### src/rtl/mult_dot_acc_if.sv
// Handshake bundle for the dot-product stage: operand pairs in, product
// loop to/from the external multiplier, and the summed result out.
interface mult_dot_acc_if #(
  parameter int WIDTH     = 4,
  parameter int ACC_WIDTH = 2*WIDTH+2
);
  logic                   in_valid;
  logic                   in_ready;
  logic [WIDTH-1:0]       in_a;
  logic [WIDTH-1:0]       in_b;
  logic [WIDTH-1:0]       mult_a;
  logic [WIDTH-1:0]       mult_b;
  logic [2*WIDTH-1:0]     mult_y;
  logic                   out_valid;
  logic                   out_ready;
  logic [ACC_WIDTH-1:0]   out_sum;
  logic                   out_ovf;

  modport slave (
    input  in_valid, in_a, in_b, mult_y, out_ready,
    output in_ready, mult_a, mult_b, out_valid, out_sum, out_ovf
  );
  modport master (
    output in_valid, in_a, in_b, mult_y, out_ready,
    input  in_ready, mult_a, mult_b, out_valid, out_sum, out_ovf
  );
endinterface

### src/rtl/mult_dot_acc.sv
// Sequential dot-product stage: registers operand pairs into an external
// combinational multiplier and accumulates LEN products per result.
module mult_dot_acc #(
  parameter int WIDTH     = 4,
  parameter int LEN       = 4,
  parameter int ACC_WIDTH = 2*WIDTH+2
) (
  input  logic            clk,
  input  logic            rst_n,
  mult_dot_acc_if.slave   bus
);
  localparam int CW = $clog2(LEN+1);

  localparam logic [1:0] IDLE  = 2'd0;
  localparam logic [1:0] FILL  = 2'd1;
  localparam logic [1:0] DRAIN = 2'd2;
  localparam logic [1:0] DONE  = 2'd3;

  logic [1:0]           state;
  logic [CW-1:0]        acnt;
  logic                 run;
  logic                 op_vld;
  logic                 op_last;
  logic                 op_first;
  logic                 ovf;
  logic [ACC_WIDTH-1:0] acc;
  logic [ACC_WIDTH:0]   sum_ext;
  logic                 accept;
  logic                 last_acc;
  logic                 out_hs;

  // run holds in_ready low during reset and for the edge it is released on
  assign bus.in_ready = run && (acnt < CW'(LEN)) && !bus.out_valid;
  assign accept       = bus.in_valid && bus.in_ready;
  assign last_acc     = (acnt == CW'(LEN-1));
  assign out_hs       = bus.out_valid && bus.out_ready;
  assign sum_ext      = (op_first ? '0 : {1'b0, acc}) + (ACC_WIDTH+1)'(bus.mult_y);
  assign bus.out_sum  = acc;
  assign bus.out_ovf  = ovf;

  always_ff @(posedge clk or negedge rst_n) begin
    if (!rst_n) begin
      run           <= 1'b0;
      acnt          <= '0;
      op_vld        <= 1'b0;
      op_last       <= 1'b0;
      op_first      <= 1'b0;
      bus.mult_a    <= '0;
      bus.mult_b    <= '0;
      acc           <= '0;
      ovf           <= 1'b0;
      bus.out_valid <= 1'b0;
    end else begin
      run    <= 1'b1;
      op_vld <= accept;
      if (accept) begin
        bus.mult_a <= bus.in_a;
        bus.mult_b <= bus.in_b;
        op_last    <= last_acc;
        op_first   <= (acnt == '0);
        acnt       <= acnt + CW'(1);
      end
      // product of the pair registered last edge is on mult_y now
      if (op_vld) begin
        acc <= sum_ext[ACC_WIDTH-1:0];
        ovf <= (op_first ? 1'b0 : ovf) | sum_ext[ACC_WIDTH];
        if (op_last) bus.out_valid <= 1'b1;
      end
      if (out_hs) begin
        bus.out_valid <= 1'b0;
        acnt          <= '0;
      end
    end
  end

  always_ff @(posedge clk or negedge rst_n) begin
    if (!rst_n) begin
      state <= IDLE;
    end else begin
      case (state)
        IDLE:    if (accept) state <= (LEN == 1) ? DRAIN : FILL;
        FILL:    if (accept && last_acc) state <= DRAIN;
        DRAIN:   if (op_vld && op_last) state <= DONE;
        DONE:    if (out_hs) state <= IDLE;
        default: state <= IDLE;
      endcase
    end
  end
endmodule

### src/flat_wrapper.sv
// flat-port wrapper written by rule: the top's interface ports become plain ports
module mult_dot_acc_flat 
#(
  parameter int WIDTH     = 4,
  parameter int LEN       = 4,
  parameter int ACC_WIDTH = 2*WIDTH+2
)
  (clk, rst_n, bus_in_valid, bus_in_a, bus_in_b, bus_mult_y, bus_out_ready, bus_in_ready, bus_mult_a, bus_mult_b, bus_out_valid, bus_out_sum, bus_out_ovf);
  mult_dot_acc_if #(.WIDTH(WIDTH), .ACC_WIDTH(ACC_WIDTH)) bus_i ();
  input  logic clk;
  input  logic rst_n;
  input wire logic [$bits(bus_i.in_valid)-1:0] bus_in_valid;
  input wire logic [$bits(bus_i.in_a)-1:0] bus_in_a;
  input wire logic [$bits(bus_i.in_b)-1:0] bus_in_b;
  input wire logic [$bits(bus_i.mult_y)-1:0] bus_mult_y;
  input wire logic [$bits(bus_i.out_ready)-1:0] bus_out_ready;
  output wire logic [$bits(bus_i.in_ready)-1:0] bus_in_ready;
  output wire logic [$bits(bus_i.mult_a)-1:0] bus_mult_a;
  output wire logic [$bits(bus_i.mult_b)-1:0] bus_mult_b;
  output wire logic [$bits(bus_i.out_valid)-1:0] bus_out_valid;
  output wire logic [$bits(bus_i.out_sum)-1:0] bus_out_sum;
  output wire logic [$bits(bus_i.out_ovf)-1:0] bus_out_ovf;
  assign bus_i.in_valid = bus_in_valid;
  assign bus_i.in_a = bus_in_a;
  assign bus_i.in_b = bus_in_b;
  assign bus_i.mult_y = bus_mult_y;
  assign bus_i.out_ready = bus_out_ready;
  assign bus_in_ready = bus_i.in_ready;
  assign bus_mult_a = bus_i.mult_a;
  assign bus_mult_b = bus_i.mult_b;
  assign bus_out_valid = bus_i.out_valid;
  assign bus_out_sum = bus_i.out_sum;
  assign bus_out_ovf = bus_i.out_ovf;
  mult_dot_acc #(.WIDTH(WIDTH), .LEN(LEN), .ACC_WIDTH(ACC_WIDTH)) u_core (.clk(clk), .rst_n(rst_n), .bus(bus_i));
endmodule
### config.mk
export PLATFORM = sky130hd
export DESIGN_NAME = mult_dot_acc_flat
export DESIGN_NICKNAME = d
export VERILOG_FILES = /design/src/rtl/mult_dot_acc_if.sv /design/src/rtl/mult_dot_acc.sv /design/src/flat_wrapper.sv
export SDC_FILE = /design/constraint.sdc
export NUM_CORES = 1
export LEC_CHECK = 0
export CORE_UTILIZATION = 45
export CTS_CLUSTER_SIZE = 28
export DETAILED_ROUTE_END_ITERATION = 8
export GPL_TIMING_DRIVEN = 0
export PLACE_DENSITY = 0.81
export SLEW_MARGIN = 40
export SYNTH_ARGS = -nofsm -noshare
export SYNTH_HDL_FRONTEND = slang
export SYNTH_SLANG_ARGS = --single-unit
### constraint.sdc
create_clock -name clk -period 2.6 [get_ports clk]
set_input_delay 0.52 -clock clk [delete_from_list [all_inputs] [get_ports clk]]
set_output_delay 0.52 -clock clk [all_outputs]
set_load 0.02 [all_outputs]
# Word level (Yosys, flattened, before mapping)
# Index checks and enable logic that the tools add are counted.
[totals]
elab_cells = 32
output_inout_bits = 21
ff_bits = 27
in_bits = 20
[classes]
n_addsub = 2
n_reduce_logical = 10
magnitude_cmp = 1
mux = 7
eq_ne = 1
bitwise_logic = 1
[op_table]
columns = ["cell", "count"]
rows = [
  ["11-bit by 8-bit adder with 11-bit output", 1],
  ["10-bit 2-to-1 mux", 1],
  ["3-bit 2-to-1 mux", 2],
  ["2-bit nonzero test", 3],
  ["1-bit logical AND", 4],
  ["1-bit 2-to-1 mux", 4],
  ["3-bit by 1-bit adder with 3-bit output, second input constant", 1],
  ["3-bit by 2-bit == test with 1-bit output, second input constant", 1],
  ["3-bit logical NOT", 1],
  ["3-bit less-than comparator, second input constant", 1],
  ["2-bit AND reduction", 1],
  ["1-bit logical NOT", 1],
  ["1-bit OR", 1],
]

# Logic depth before layout (Yosys ltp)
# Gate-level depths: netlist (run 1).
[depth]
depth_word = 6
depth_mapped = 10
ltp_nobuf = 9

# Worst setup path before layout (run 1)
# No wires, ideal clock.
[synth_timing]
path_kind = "register to register"
startpoint = "reg u_core.op_first"
endpoint = "reg u_core.acc[8] (netlist: u_core.bus.out_sum[8])"
path_stages_with_launch = 11
slack_ns = 0.229
setup_time_ns = 0.126
n_path_buf = 1
t_required_ns = 2.474
synth_period_minus_slack_ns = 2.371
arrival_ns = 2.245
cell_sequence = "dfrtp_1 > clkbuf_1 > nor2b_1 > ha_1 > inv_1 > fa_1 > nand2b_1 > a211oi_2 > a211oi_2 > o2111a_1 > a221o_1"
[synth_between]
elab_chain_cells = 2
[synth_lines]
columns = ["item", "line_no", "rtl"]
rows = [
  ["start, declared", "mult_dot_acc.sv:24", "logic op_first;"],
  ["start signal, assigned", "mult_dot_acc.sv:60", "op_first <= (acnt == '0);"],
  ["10-bit 2-to-1 mux", "mult_dot_acc.sv:37", "assign sum_ext = (op_first ? '0 : {1'b0, acc}) + (ACC_WIDTH+1)'(bus.mult_y);"],
  ["11-bit by 8-bit adder with 11-bit output", "mult_dot_acc.sv:37", ""],
  ["end signal, assigned", "mult_dot_acc.sv:65", "acc <= sum_ext[ACC_WIDTH-1:0];"],
  ["end, declared", "mult_dot_acc.sv:26", "logic [ACC_WIDTH-1:0] acc;"],
]
# Every way passes these cells.
# A chain may end at the register's enable or synchronous reset.

# Worst setup path after layout (run 1)
# Same ends and word-level chain as after synthesis.

==> impl_metrics.env, run 1 <==
export IMPL_status="finished clean"
export IMPL_synth_top_cell_area_share=0.4369
export IMPL_fmax_ghz=0.4100
export IMPL_via_count=1184
export IMPL_io_buffers=40
export IMPL_cts_tree="yes"
export IMPL_area_delta_synth_final_pct=30.91
export IMPL_critPathLaunchType="flip-flop"
export IMPL_power_density_nw_per_um2=1167
export IMPL_synth_area_leader_cell="dfrtp_1"
export IMPL_yosys_top_cells_area="dfrtp_1 (44%), ha_1 (8.9%), mux2_2 (8.0%)"
export IMPL_synth_edff_count=0
export IMPL_wirelength_mm=3.024
export IMPL_ctsRootBufferMaster="clkbuf_4"
export IMPL_antenna_found_initial=0
export IMPL_crit_type="reg -> reg"
export IMPL_antenna_cells=0
export IMPL_critPathLaunch="u_core.op_first"
export IMPL_postRouteAntennaNets=0
export IMPL_p_leak_nw=0.8848
export IMPL_dp_hpwl_mm=2.302
export IMPL_fin_cells=228
export IMPL_period_minus_slack_ns=2.439
export IMPL_via_per_inst=5.193
export IMPL_yosys_most_used_dff="dfrtp_1"
export IMPL_worstSkewPairLatency_ns=0.33
export IMPL_dpl_cell_count=225
export IMPL_final_util=0.6421
export IMPL_core_area_um2=3153
export IMPL_post_route_period_util=0.9381
export IMPL_ys_warn_count=0
export IMPL_setup_viol=0
export IMPL_tightest_slew_ns=0.5975
export IMPL_crit_fanout=12
export IMPL_rsz0062_at_grt="no"
export IMPL_die_y_um=60.62
export IMPL_ys_ff_latch=27
export IMPL_track_usage=0.1781
export IMPL_ys_seq_area_frac=0.4369
export IMPL_hold_path_class="in -> async"
export IMPL_boundaryPins=41
export IMPL_synth_commonest_cells="dfrtp_1 (27), ha_1 (11), mux2_2 (11)"
export IMPL_gr_total_overflow=0
export IMPL_dieArea_um2=3675
export IMPL_drive_above_1_share=0.1413
export IMPL_max_vdd_ir_drop_uv=742.1
export IMPL_fin_nets=217
export IMPL_clock_sinks=27
export IMPL_syn_inst=141
export IMPL_fillers=264
export IMPL_ys_async_sr_fraction=1.000
export IMPL_drt_pass1_iterations=4
export IMPL_fin_worst_skew_ns=0.009924
export IMPL_clk_pin_slew_worst_paths_ns=0.16
export IMPL_grt_first_pass_wirelength_mm=4.871
export IMPL_die_width_um=60.62
export IMPL_htree_num_levels=1
export IMPL_start_util=0.4905
export IMPL_critPathCaptureType="flip-flop"
export IMPL_numCtsBuffers=3
export IMPL_syn_nets=173
export IMPL_drc=0
export IMPL_first_global_vias=1177
export IMPL_crit_required_ns=2.84
export IMPL_gp_congestion=0.8508
export IMPL_crit_arrival_ns=2.68
export IMPL_timing_rr_start="u_core.op_first"
export IMPL_grt_max_degree=28
export IMPL_drt_wirelength_per_cell_um=13.26
export IMPL_max_slew_margin_rel=0.6017
export IMPL_yosysMostFrequentCell="dfrtp_1"
export IMPL_num_rows=20
export IMPL_synth_cell_types=36
export IMPL_slew_violations=0
export IMPL_drt_initial_drc_count=23
export IMPL_syn_area_um2=1546
export IMPL_finalHoldViolCount=0
export IMPL_fin_tns_setup_ns=0
export IMPL_syn_mean_instance_area_um2=10.97
export IMPL_clock_tree_buffer_depth=2
export IMPL_maxCapViolCount=0
==> cells by family after synthesis <==
family,share of synthesized area
compound gates,0.1238
xor+xnor,0.03398
fa+ha+maj,0.1019
buf+inv,0.04612
flops,0.4369
mux,0.1311
other cells,0.002425
simple gates,0.1238
==> state kept, by name, indices dropped and copies added, names as in the netlist, 3 cells and up <==
| signal | flops |
|---|---|
| u_core.bus.mult_b | 4 |
| u_core.bus.out_sum | 10 |
| u_core.acnt | 3 |
| u_core.bus.mult_a | 4 |
==> worst paths after layout <==
check / endpoint / slack [ns] / depth (start not counted)
setup / recovery: u_core.bus.out_sum[8] / 0.16 / 9
hold / removal: u_core.bus.out_sum[7] / 0.16 / 1
setup reg to reg: u_core.bus.out_sum[8] / 0.16 / 9
hold reg to reg: u_core.bus.out_ovf / 0.52 / 1
max in group asynchronous: u_core.op_first / 2.01 / 1
min in group clk: u_core.bus.out_ovf / 0.52 / 1
==> metal layers <==
layer / part of all wire / GRT usage / vias up
li1: - / - / 575
met5: 0 / 0 / -
met1: 0.44 / 0.2071 / 562
met3: 0.046 / 0.03198 / 5
met2: 0.50 / 0.3265 / 42
met4: 0.017 / 0.06494 / 0
==> critical path, cell delays in order, from the launching register on <==
cell      delay, ns
dfrtp_2        0.53
nor2b_1        0.14
ha_1           0.21
inv_1          0.07
fa_1           0.40
nand2b_1       0.20
a211oi_2       0.21
a211oi_2       0.09
o2111a_1       0.26
a221o_1        0.25
==> what timing repair did <==
item                       4_1_cts  5_1_grt
gates resized for setup          0        1
hold buffers                     0        0
setup endpoints to repair        1        1
gates cloned                     0        0
setup buffers                    0        0
==> metrics by stage <==
step                setup slack, ns  area, µm²  power, mW  hold WS (ns)
finish                       0.1608       2024      2.363        0.1635
global route                0.03319       2024      2.554        0.1813
CTS                         0.08925       2023      2.376        0.1851
detailed placement          -0.1679       1997      2.187        0.4885
global placement            -0.1692       2002      2.136        0.4724
floorplan                    0.2292       1546      1.681        0.2244
==> where the power goes <==
| group | internal [mW] | switching, mW |
|---|---|---|
| logic | 0.728 | 0.698 |
| registers | 0.602 | 0.145 |
| clock network | 0.0590 | 0.131 |
| total | 1.39 | 0.974 |
==> placed cells by master (no fill, tap or decap), types with 2 or more instances in the layout <==
cell,Yosys,final
buf_6,2,2
inv_1,10,10
and2_1,2,2
ha_1,11,11
nand3_1,2,2
dfrtp_1,27,26
mux2i_1,3,3
mux2_2,11,11
a21o_1,2,2
nor3_1,3,3
a211oi_2,3,3
mux2_1,3,3
nand2_1,8,8
nor2_1,7,7
nor2b_1,7,7
o2111a_1,2,2
o21ai_1,3,3
clkbuf_4,0,3
xnor2_1,6,6
clkdlybuf4s50_1,0,39
o21ai_0,2,2
nand2b_1,2,2
a21oi_1,10,10
==> layout make-up <==
type	instances	area (µm²)	area share
Timing Repair Buffer	40	395.4	0.1953
Inverter	10	37.54	0.01854
Buffer	3	30.03	0.01483
Sequential cell	27	676.9	0.3344
Multi-Input combinational cell	100	799.5	0.3949
Clock buffer	3	22.52	0.01112
Clock inverter	1	7.507	0.003708
Tap cell	44	55.05	0.02719
Power figures use the tool's default switching activity.
==> run 2: changes to the inputs <==
--- a/config.mk
+++ b/config.mk
@@ -5,6 +5,7 @@
 export SDC_FILE = /design/constraint.sdc
 export NUM_CORES = 1
 export LEC_CHECK = 0
+export CORE_MARGIN = 2
 export CORE_UTILIZATION = 45
 export CTS_CLUSTER_SIZE = 28
 export DETAILED_ROUTE_END_ITERATION = 8
==> constraint.sdc (replaced) <==
create_clock -name clk -period 2.7 [get_ports clk]
set_input_delay 0.54 -clock clk [delete_from_list [all_inputs] [get_ports clk]]
set_output_delay 0.54 -clock clk [all_outputs]
set_load 0.02 [all_outputs]
==> impl_metrics.env, run 2 (synthesis gave the netlist of run 1 again) <==
export IMPL_status="finished clean"
export IMPL_num_rows=21
export IMPL_first_global_vias=1204
export IMPL_fin_nets=217
export IMPL_drc=0
export IMPL_track_usage=0.1593
export IMPL_gr_total_overflow=0
export IMPL_grt_max_degree=28
export IMPL_final_cell_area_um2=2022
export IMPL_clock_tree_buffer_depth=2
export IMPL_antenna_cells=0
export IMPL_clock_sinks=27
export IMPL_fmax_ghz=0.3928
export IMPL_p_total_mw=2.261
export IMPL_critPathLaunchType="flip-flop"
export IMPL_wirelength_mm=3.015
export IMPL_start_util=0.4671
export IMPL_crit_fanout=12
export IMPL_via_count=1182
export IMPL_fin_worst_skew_ns=0.004976
export IMPL_whs_ns=0.2197
export IMPL_final_common_cell="clkdlybuf4s50_1"
export IMPL_drt_wirelength_per_cell_um=13.11
export IMPL_area_delta_synth_final_pct=30.74
export IMPL_post_route_period_util=0.9429
export IMPL_postRouteAntennaNets=0
export IMPL_tightest_slew_ns=0.6287
export IMPL_ctsRootBufferMaster="clkbuf_4"
export IMPL_maxCapViolCount=0
export IMPL_period_minus_slack_ns=2.546
export IMPL_worstSkewPairLatency_ns=0.32
export IMPL_drive_above_1_share=0.1304
export IMPL_hold_path_class="in -> async"
export IMPL_finalHoldViolCount=0
export IMPL_placed_area_um2=1999
export IMPL_rsz0062_at_grt="no"
export IMPL_fin_ws_ns=0.1541
export IMPL_post_cts_resized=0
export IMPL_dp_slack_ns=-0.1487
export IMPL_drt_initial_drc_count=28
export IMPL_r2r_cells=9
export IMPL_fin_tns_setup_ns=0
export IMPL_core_area_um2=3311
export IMPL_via_per_inst=5.139
export IMPL_drt_pass1_iterations=5
export IMPL_clk_pin_slew_worst_paths_ns=0.14
export IMPL_crit_required_ns=2.92
export IMPL_boundaryPins=41
export IMPL_antenna_found_initial=0
export IMPL_die_y_um=62.62
export IMPL_p_leak_nw=0.8871
export IMPL_numCtsBuffers=3
export IMPL_final_cell_mix="clkdlybuf4s50_1 (39), dfrtp_1 (27), mux2_2 (11), ha_1 (11)"
export IMPL_htree_num_levels=1
export IMPL_dpl_cell_count=227
export IMPL_max_vdd_ir_drop_uv=473.2
export IMPL_io_buffers=40
export IMPL_cts_tree="yes"
export IMPL_slew_violations=0
export IMPL_gp_congestion=0.8787
export IMPL_grt_first_pass_wirelength_mm=5.099
export IMPL_crit_type="reg -> reg"
export IMPL_power_density_nw_per_um2=1118
export IMPL_max_slew_margin_rel=0.5809
export IMPL_crit_arrival_ns=2.76
export IMPL_setup_viol=0
export IMPL_critPathCaptureType="flip-flop"
export IMPL_largest_register_ffs=10
export IMPL_fin_cells=230
export IMPL_dp_hpwl_mm=2.311
export IMPL_die_width_um=62.62
export IMPL_final_util=0.6107
export IMPL_dieArea_um2=3921
## run 2: changes by cell type in the layout (fill, tap and decap cells not counted), sizes merged
cell / delta
clkinvlp: -1
clkbuf: +1
## run 2: per-layer routing
| layer | track usage | vias up | part of all wire |
|---|---|---|---|
| met4 | 0.05278 | 0 | 0.0086 |
| met1 | 0.1799 | 573 | 0.43 |
| li1 | - | 575 | - |
| met3 | 0.02162 | 4 | 0.037 |
| met5 | 0 | - | 0 |
| met2 | 0.3051 | 30 | 0.53 |
## run 2: critical path: stages, from the launching register on
cell	delay, ns
dfrtp_1	0.55
nor2b_1	0.17
ha_1	0.22
inv_1	0.07
fa_1	0.39
nand2b_1	0.20
a211oi_2	0.22
a211oi_2	0.09
o2111a_1	0.26
a221o_1	0.27
## run 2: area by class of cell
type	count	area (µm²)
buffer	3	30.03
fill	300	1289
timing repair buffer	40	395.4
clock buffer	4	26.28
tap	46	57.56
sequential	27	675.6
multi-input combinational	100	799.5
inverter	10	37.54
## run 2: path summary, 6_finish.rpt
path | from | end | slack (ns)
worst min register to register | u_core.op_last | u_core.op_last | 0.50
worst min-delay path | rst_n | u_core.bus.out_sum[3] | 0.22
max in group asynchronous | rst_n | u_core.bus.out_sum[0] | 2.07
worst max register to register | u_core.op_first | u_core.bus.out_sum[8] | 0.15
worst max-delay path | u_core.op_first | u_core.bus.out_sum[8] | 0.15
min in group clk | u_core.op_last | u_core.op_last | 0.50
## run 2: where the power goes
part	switching [mW]	internal (mW)
clock	0.113	0.0578
sequential	0.138	0.578
combinational	0.674	0.700
total	0.925	1.34
## run 2: what timing repair did
item | in CTS | in global routing
endpoints found under the setup margin | 0 | 1
hold buffers | 0 | 0
buffers inserted | 0 | 0
